$ cat src/rtl/int_timer_dev_if.sv
// -----------------------------------------------------------------------------
// int_timer_dev_if
// Data-bus view of the interrupt timer as seen from the system bridge.
//   addr    32  byte address (core m_data_addr)
//   wdata   32  write data (core m_data_wdata)
//   byteen   4  byte write enables (core m_data_byteen); any set bit = write
//   rdata   32  combinational read data from the timer
//   irq      1  level interrupt to the core interrupt input
// master: the core/bridge side; slave: the timer.
// -----------------------------------------------------------------------------
interface int_timer_dev_if;
    logic [31:0] addr;
    logic [31:0] wdata;
    logic [3:0]  byteen;
    logic [31:0] rdata;
    logic        irq;

    modport master (
        output addr,
        output wdata,
        output byteen,
        input  rdata,
        input  irq
    );

    modport slave (
        input  addr,
        input  wdata,
        input  byteen,
        output rdata,
        output irq
    );
endinterface

$ cat src/rtl/int_timer_dev.sv
// -----------------------------------------------------------------------------
// int_timer_dev
// Memory-mapped down-counting timer used as the core's interrupt source.
// Register map (offset from BASE_ADDR):
//   0x00 CTRL   bit0 EN, bits2:1 MODE (01 auto-reload, else one-shot), bit3 IM
//   0x04 PRESET reload value, byte-merged writes
//   0x08 COUNT  current count, read-only
//   0x20 ACK    any write clears the pending flag; reads 0
// Ports:
//   clk    system clock, rising edge
//   reset  asynchronous, active-low; clears all state while low
//   bus    int_timer_dev_if.slave (addr, wdata, byteen in; rdata, irq out)
// irq = pending & IM, driven only from registers.
// -----------------------------------------------------------------------------
module int_timer_dev #(
    parameter logic [31:0] BASE_ADDR = 32'h0000_7F00
) (
    input  logic            clk,
    input  logic            reset,
    int_timer_dev_if.slave  bus
);

    typedef enum logic [1:0] {IDLE, LOAD, CNT, INT} state_t;

    state_t      state, state_next;
    logic [3:0]  ctrl;
    logic [31:0] preset;
    logic [31:0] count;
    logic        pending;

    logic        hit;
    logic        wr;
    logic        wr_ctrl, wr_preset, wr_ack;
    logic        load_cnt, dec_cnt, zero_cnt, set_pend, clr_en;

    logic        ctrl_en;
    logic [1:0]  ctrl_mode;
    logic        ctrl_im;

    assign ctrl_en   = ctrl[0];
    assign ctrl_mode = ctrl[2:1];
    assign ctrl_im   = ctrl[3];

    // Update only the bytes whose enable bit is set.
    function automatic logic [31:0] merge_bytes(
        input logic [31:0] old_v,
        input logic [31:0] new_v,
        input logic [3:0]  be
    );
        logic [31:0] r;
        r = old_v;
        for (int i = 0; i < 4; i++) begin
            if (be[i]) r[i*8 +: 8] = new_v[i*8 +: 8];
        end
        return r;
    endfunction

    assign hit       = (bus.addr[31:6] == BASE_ADDR[31:6]);
    assign wr        = hit && (bus.byteen != 4'b0000);
    assign wr_ctrl   = wr && (bus.addr[5:0] == 6'h00);
    assign wr_preset = wr && (bus.addr[5:0] == 6'h04);
    assign wr_ack    = wr && (bus.addr[5:0] == 6'h20);

    // Next-state and per-state actions.
    always_comb begin
        state_next = state;
        load_cnt   = 1'b0;
        dec_cnt    = 1'b0;
        zero_cnt   = 1'b0;
        set_pend   = 1'b0;
        clr_en     = 1'b0;
        case (state)
            IDLE: begin
                if (ctrl_en) state_next = LOAD;
            end
            LOAD: begin
                load_cnt   = 1'b1;
                state_next = CNT;
            end
            CNT: begin
                if (!ctrl_en) begin
                    state_next = IDLE;
                end else if (count <= 32'd1) begin
                    // Covers PRESET=0 as well: never decrement below zero.
                    zero_cnt   = 1'b1;
                    set_pend   = 1'b1;
                    state_next = INT;
                end else begin
                    dec_cnt = 1'b1;
                end
            end
            INT: begin
                if ((ctrl_mode == 2'b01) && ctrl_en) begin
                    state_next = LOAD;
                end else begin
                    clr_en     = 1'b1;
                    state_next = IDLE;
                end
            end
            default: state_next = IDLE;
        endcase
    end

    always_ff @(posedge clk or negedge reset) begin
        if (!reset) state <= IDLE;
        else        state <= state_next;
    end

    // Only byte 0 of CTRL holds state; a CTRL write beats the one-shot EN clear.
    always_ff @(posedge clk or negedge reset) begin
        if (!reset) begin
            ctrl <= 4'b0;
        end else if (wr_ctrl && bus.byteen[0]) begin
            ctrl <= bus.wdata[3:0];
        end else if (clr_en) begin
            ctrl[0] <= 1'b0;
        end
    end

    always_ff @(posedge clk or negedge reset) begin
        if (!reset)         preset <= 32'b0;
        else if (wr_preset) preset <= merge_bytes(preset, bus.wdata, bus.byteen);
    end

    always_ff @(posedge clk or negedge reset) begin
        if (!reset)        count <= 32'b0;
        else if (load_cnt) count <= preset;
        else if (zero_cnt) count <= 32'b0;
        else if (dec_cnt)  count <= count - 32'd1;
    end

    // Setting has priority over an ACK on the same edge.
    always_ff @(posedge clk or negedge reset) begin
        if (!reset)        pending <= 1'b0;
        else if (set_pend) pending <= 1'b1;
        else if (wr_ack)   pending <= 1'b0;
    end

    always_comb begin
        bus.rdata = 32'b0;
        if (hit) begin
            case (bus.addr[5:0])
                6'h00:   bus.rdata = {28'b0, ctrl};
                6'h04:   bus.rdata = preset;
                6'h08:   bus.rdata = count;
                default: bus.rdata = 32'b0;
            endcase
        end
    end

    assign bus.irq = pending & ctrl_im;

endmodule

$ cat src/flat_wrapper.sv
// flat-port wrapper written by rule: the top's interface ports become plain ports
module int_timer_dev_flat 
#(
    parameter logic [31:0] BASE_ADDR = 32'h0000_7F00
)
  (clk, reset, bus_addr, bus_wdata, bus_byteen, bus_rdata, bus_irq);
  int_timer_dev_if bus_i ();
  input  logic clk;
  input  logic reset;
  input wire logic [$bits(bus_i.addr)-1:0] bus_addr;
  input wire logic [$bits(bus_i.wdata)-1:0] bus_wdata;
  input wire logic [$bits(bus_i.byteen)-1:0] bus_byteen;
  output wire logic [$bits(bus_i.rdata)-1:0] bus_rdata;
  output wire logic [$bits(bus_i.irq)-1:0] bus_irq;
  assign bus_i.addr = bus_addr;
  assign bus_i.wdata = bus_wdata;
  assign bus_i.byteen = bus_byteen;
  assign bus_rdata = bus_i.rdata;
  assign bus_irq = bus_i.irq;
  int_timer_dev #(.BASE_ADDR(BASE_ADDR)) u_core (.clk(clk), .reset(reset), .bus(bus_i));
endmodule
$ cat config.mk
export PLATFORM = sky130hd
export DESIGN_NAME = int_timer_dev_flat
export DESIGN_NICKNAME = d
export VERILOG_FILES = /design/src/rtl/int_timer_dev_if.sv /design/src/rtl/int_timer_dev.sv /design/src/flat_wrapper.sv
export SDC_FILE = /design/constraint.sdc
export NUM_CORES = 1
export LEC_CHECK = 0
export ABC_AREA = 1
export CORE_MARGIN = 8
export CORE_UTILIZATION = 47
export CTS_CLUSTER_DIAMETER = 120
export DETAILED_ROUTE_END_ITERATION = 16
export HOLD_SLACK_MARGIN = 0.02
export PLACE_DENSITY_LB_ADDON = 0.15
export SYNTH_ARGS = -nofsm -noshare
export SYNTH_HDL_FRONTEND = slang
export SYNTH_SLANG_ARGS = --single-unit
$ cat constraint.sdc
create_clock -name clk -period 1.5 [get_ports clk]
set_input_delay 0.3 -clock clk [delete_from_list [all_inputs] [get_ports clk]]
set_output_delay 0.3 -clock clk [all_outputs]
set_load 0.1 [all_outputs]
==> impl_metrics.ini <==
[status]
status = finished with violations
violations = DRC, setup timing

[timing]
fin_skew_ps = 8.933
setup_viol = 97
worst_pin_slew_ps = 409.3
fin_crit_sh_pct = 137.6
fmax_mhz = 484.4
final-max-slew-violation-count = 0
maxSlewHeadroom_pct = 72.71
fin_setup_tns_ps = -28150
min_period_ps = 2064
finalHoldViolations = 0
rsz0062_at_grt = true
whs_ps = 289.2
setup_slack_ps = -564.3

[clocking]
clock_path_buffers = 2
cts_buffers = 9
clock-sinks = 71
clk_pin_slew_ps = 80
clk_latency_ps = 370
htreeDepth = 3
tritoncts = built
cts-root-buf = clkbuf_8

[cells_and_area]
nNetsFinal = 992
insertedDiodeCount = 0
area_delta_synth_final_pct = 86.65
final_cell_mix = 132 x nand2_1, 93 x buf_4, 71 x dfrtp_1, 68 x inv_1, 51 x nand2_2
fin_util_pct = 90.39
fin_area_mm2 = 0.008835
final_common_cell = nand2_1
drive_gt1_share_pct = 49.19

[floorplanning]
die-area_mm2 = 0.01354
rows = 36
initial_core_util_pct = 48.43
ios = 103
die_w_um = 116.4
die_height_um = 116.4
coreArea_mm2 = 0.009774

[setup_path]
rr_worst_depth = 11
cp_max_fo = 6
crit_path_end_kind = output port
startpoint_type = input pin
crit_type = input pin to output port
crit-reg2reg-capture = u_core.count[7]
crit_chain = buf_6 > nor2_4 > buf_4 > nand4_1 > buf_6 > buf_6 > buf_4 > nor2_2 > nor2_2 > a21oi_4 > buf_12
r2r_slack_ps = -350
crit_family = buffers and inverters
critPathRequiredTime_ps = 1200
critPathMaxStageDelay_ps = 190
cp_num_buf_inv = 6
timing.rr.start = u_core.count[1]
cpMostUsedCell = buf_6
critPathArrivalTime_ps = 1760
crit_slowest_cell = buf_12

[detailed_routing]
drtPass1Iterations = 15
postRouteAntennaNets = 0
drc = 1
viasPerCell = 6.018
via_count = 6367
drt_iter0_markers = 816
wl_um = 23530
wl_per_cell_um = 22.24

[place]
gp_congestion = 0.9055
numPortBuffers = 102
placed_area_mm2 = 0.007355
dpl.hpwl_um = 12150

[pwr]
p_leak_uw = 0.004312
p_total_uw = 4266
cellPowerDensity_mw_per_mm2 = 482.8
vdd_ir_drop_max_mv = 0.3633

[global_route]
grt_pass1_vias = 6632
grt_remaining_overflow = 0
track_usage_pct = 31.93
grt_pass1_wl_um = 33530
antenna_found_initial = 0
grt_max_degree = 72

[hold_path]
min_to = u_core.pending
hold-path-cell-count = 5
timing.hold.worst.start = bus_addr[4]
hold_class = input pin to flop

[synth]
synth_cell_types = 30
syn_nets = 766
syn_area_mm2 = 0.004733
ys_seq_elements = 71
ys_warn_count = 0
synthFlopType = dfrtp_1
ys_async_sr_fraction_pct = 100.0
synth-seq-area-share_pct = 37.54
netlist_instances = 694
synth_edf_count = 0
syn_area_per_cell_um2 = 6.820

[flow_run]
maxCapViolCount = 0
-- worst max-delay path by stage --
stage                  from             to  slack (ps)  depth (start not counted)
6_report        bus_addr[5]   bus_rdata[2]        -560                         11
3_5_place_dp    bus_addr[5]  bus_rdata[20]        -780                          7
5_1_grt         bus_addr[0]  bus_rdata[19]        -620                          9
3_3_place_gp    bus_addr[5]   bus_rdata[0]        -710                          9
4_1_cts         bus_addr[0]  bus_rdata[15]        -490                         10
2_1_floorplan  bus_addr[27]  bus_rdata[11]        -450                          8
-- power by group --
part / internal, uW / total [uW] / switching (uW)
Combinational: 194 / 362 / 168
Clock: 1150 / 1990 / 847
Sequential: 1910 / 1910 / 0.0000121
Total: 3250 / 4270 / 1020
-- metrics by stage --
stage                     std cells  setup WS, ps
after global placement          997        -711.5
after CTS                      1056        -491.8
after detailed placement        997        -781.6
final                          1058        -564.3
after floorplan                 694        -448.0
after global routing           1058        -621.1
-- worst reg2reg max path, delay by kind of cell, from the launching register on --
| kind | cells | cell delay [ps] |
|---|---|---|
| AO/OA/AOI/OAI | 2 | 310 |
| adder cells (fa/ha/maj) | 1 | 170 |
| buffers and inverters | 4 | 460 |
| flip-flops | 1 | 400 |
| AND/OR/NAND/NOR | 4 | 410 |
-- state kept, by name (all words and copies together) (netlist names) --
name,flops
u_core.preset,32
u_core.pending,1
u_core.ctrl,4
u_core.state,2
u_core.count,32
-- logic make-up after synthesis --
logic type               synth area share, %
AND/OR/NAND/NOR                        36.19
buffers and inverters                  9.543
adder cells (fa/ha/maj)               0.5286
flip-flops                             37.54
XOR/XNOR                               2.961
AO/OA/AOI/OAI                          13.24
-- cell usage after synthesis (3+ instances only) --
master | instances | share of area [%]
a21oi_1 | 34 | 3.6
o21ai_1 | 26 | 2.7
buf_2 | 10 | 1.1
nand3_1 | 23 | 2.4
or2_2 | 19 | 2.5
or2_1 | 4 | 0.53
inv_2 | 3 | 0.24
clkbuf_1 | 12 | 0.95
inv_1 | 80 | 6.3
nand2_1 | 204 | 16
nand4_1 | 33 | 4.4
nor3_1 | 3 | 0.32
nor2_1 | 81 | 6.4
buf_6 | 3 | 0.71
dfrtp_1 | 71 | 38
nor2_2 | 7 | 0.93
o21ai_0 | 14 | 1.5
or2_0 | 5 | 0.66
a22oi_1 | 32 | 5.1
xor2_1 | 15 | 2.8
nor2_4 | 4 | 0.95
-- per-layer routing --
layer  global-route usage (%)  up-vias  part of all wire [%]
li1                         -     2679                     -
met1                    36.36     3055                    36
met2                    53.89      496                    48
met3                    8.066      137                   9.9
met4                    17.46        0                   5.5
met5                        0        -                     0
-- timing repair --
item,4_1_cts,5_1_grt
resized for setup,256,131
hold buffers,1,0
hold endpoints to repair,71,0
pin swaps,44,62
cloned,9,2
buffers inserted,63,13
setup endpoints to repair,101,102
-- final cells by class --
class / instances / area [um^2]
Fill cell: 403 / 939.7
Multi-Input combinational cell: 513 / 3628
Tap cell: 133 / 166.4
Clock buffer: 10 / 137.6
Timing Repair Buffer: 242 / 2701
Inverter: 83 / 316.6
Clock inverter: 6 / 107.6
Sequential cell: 71 / 1777
Note: power is estimated with default switching activity, not from simulation.
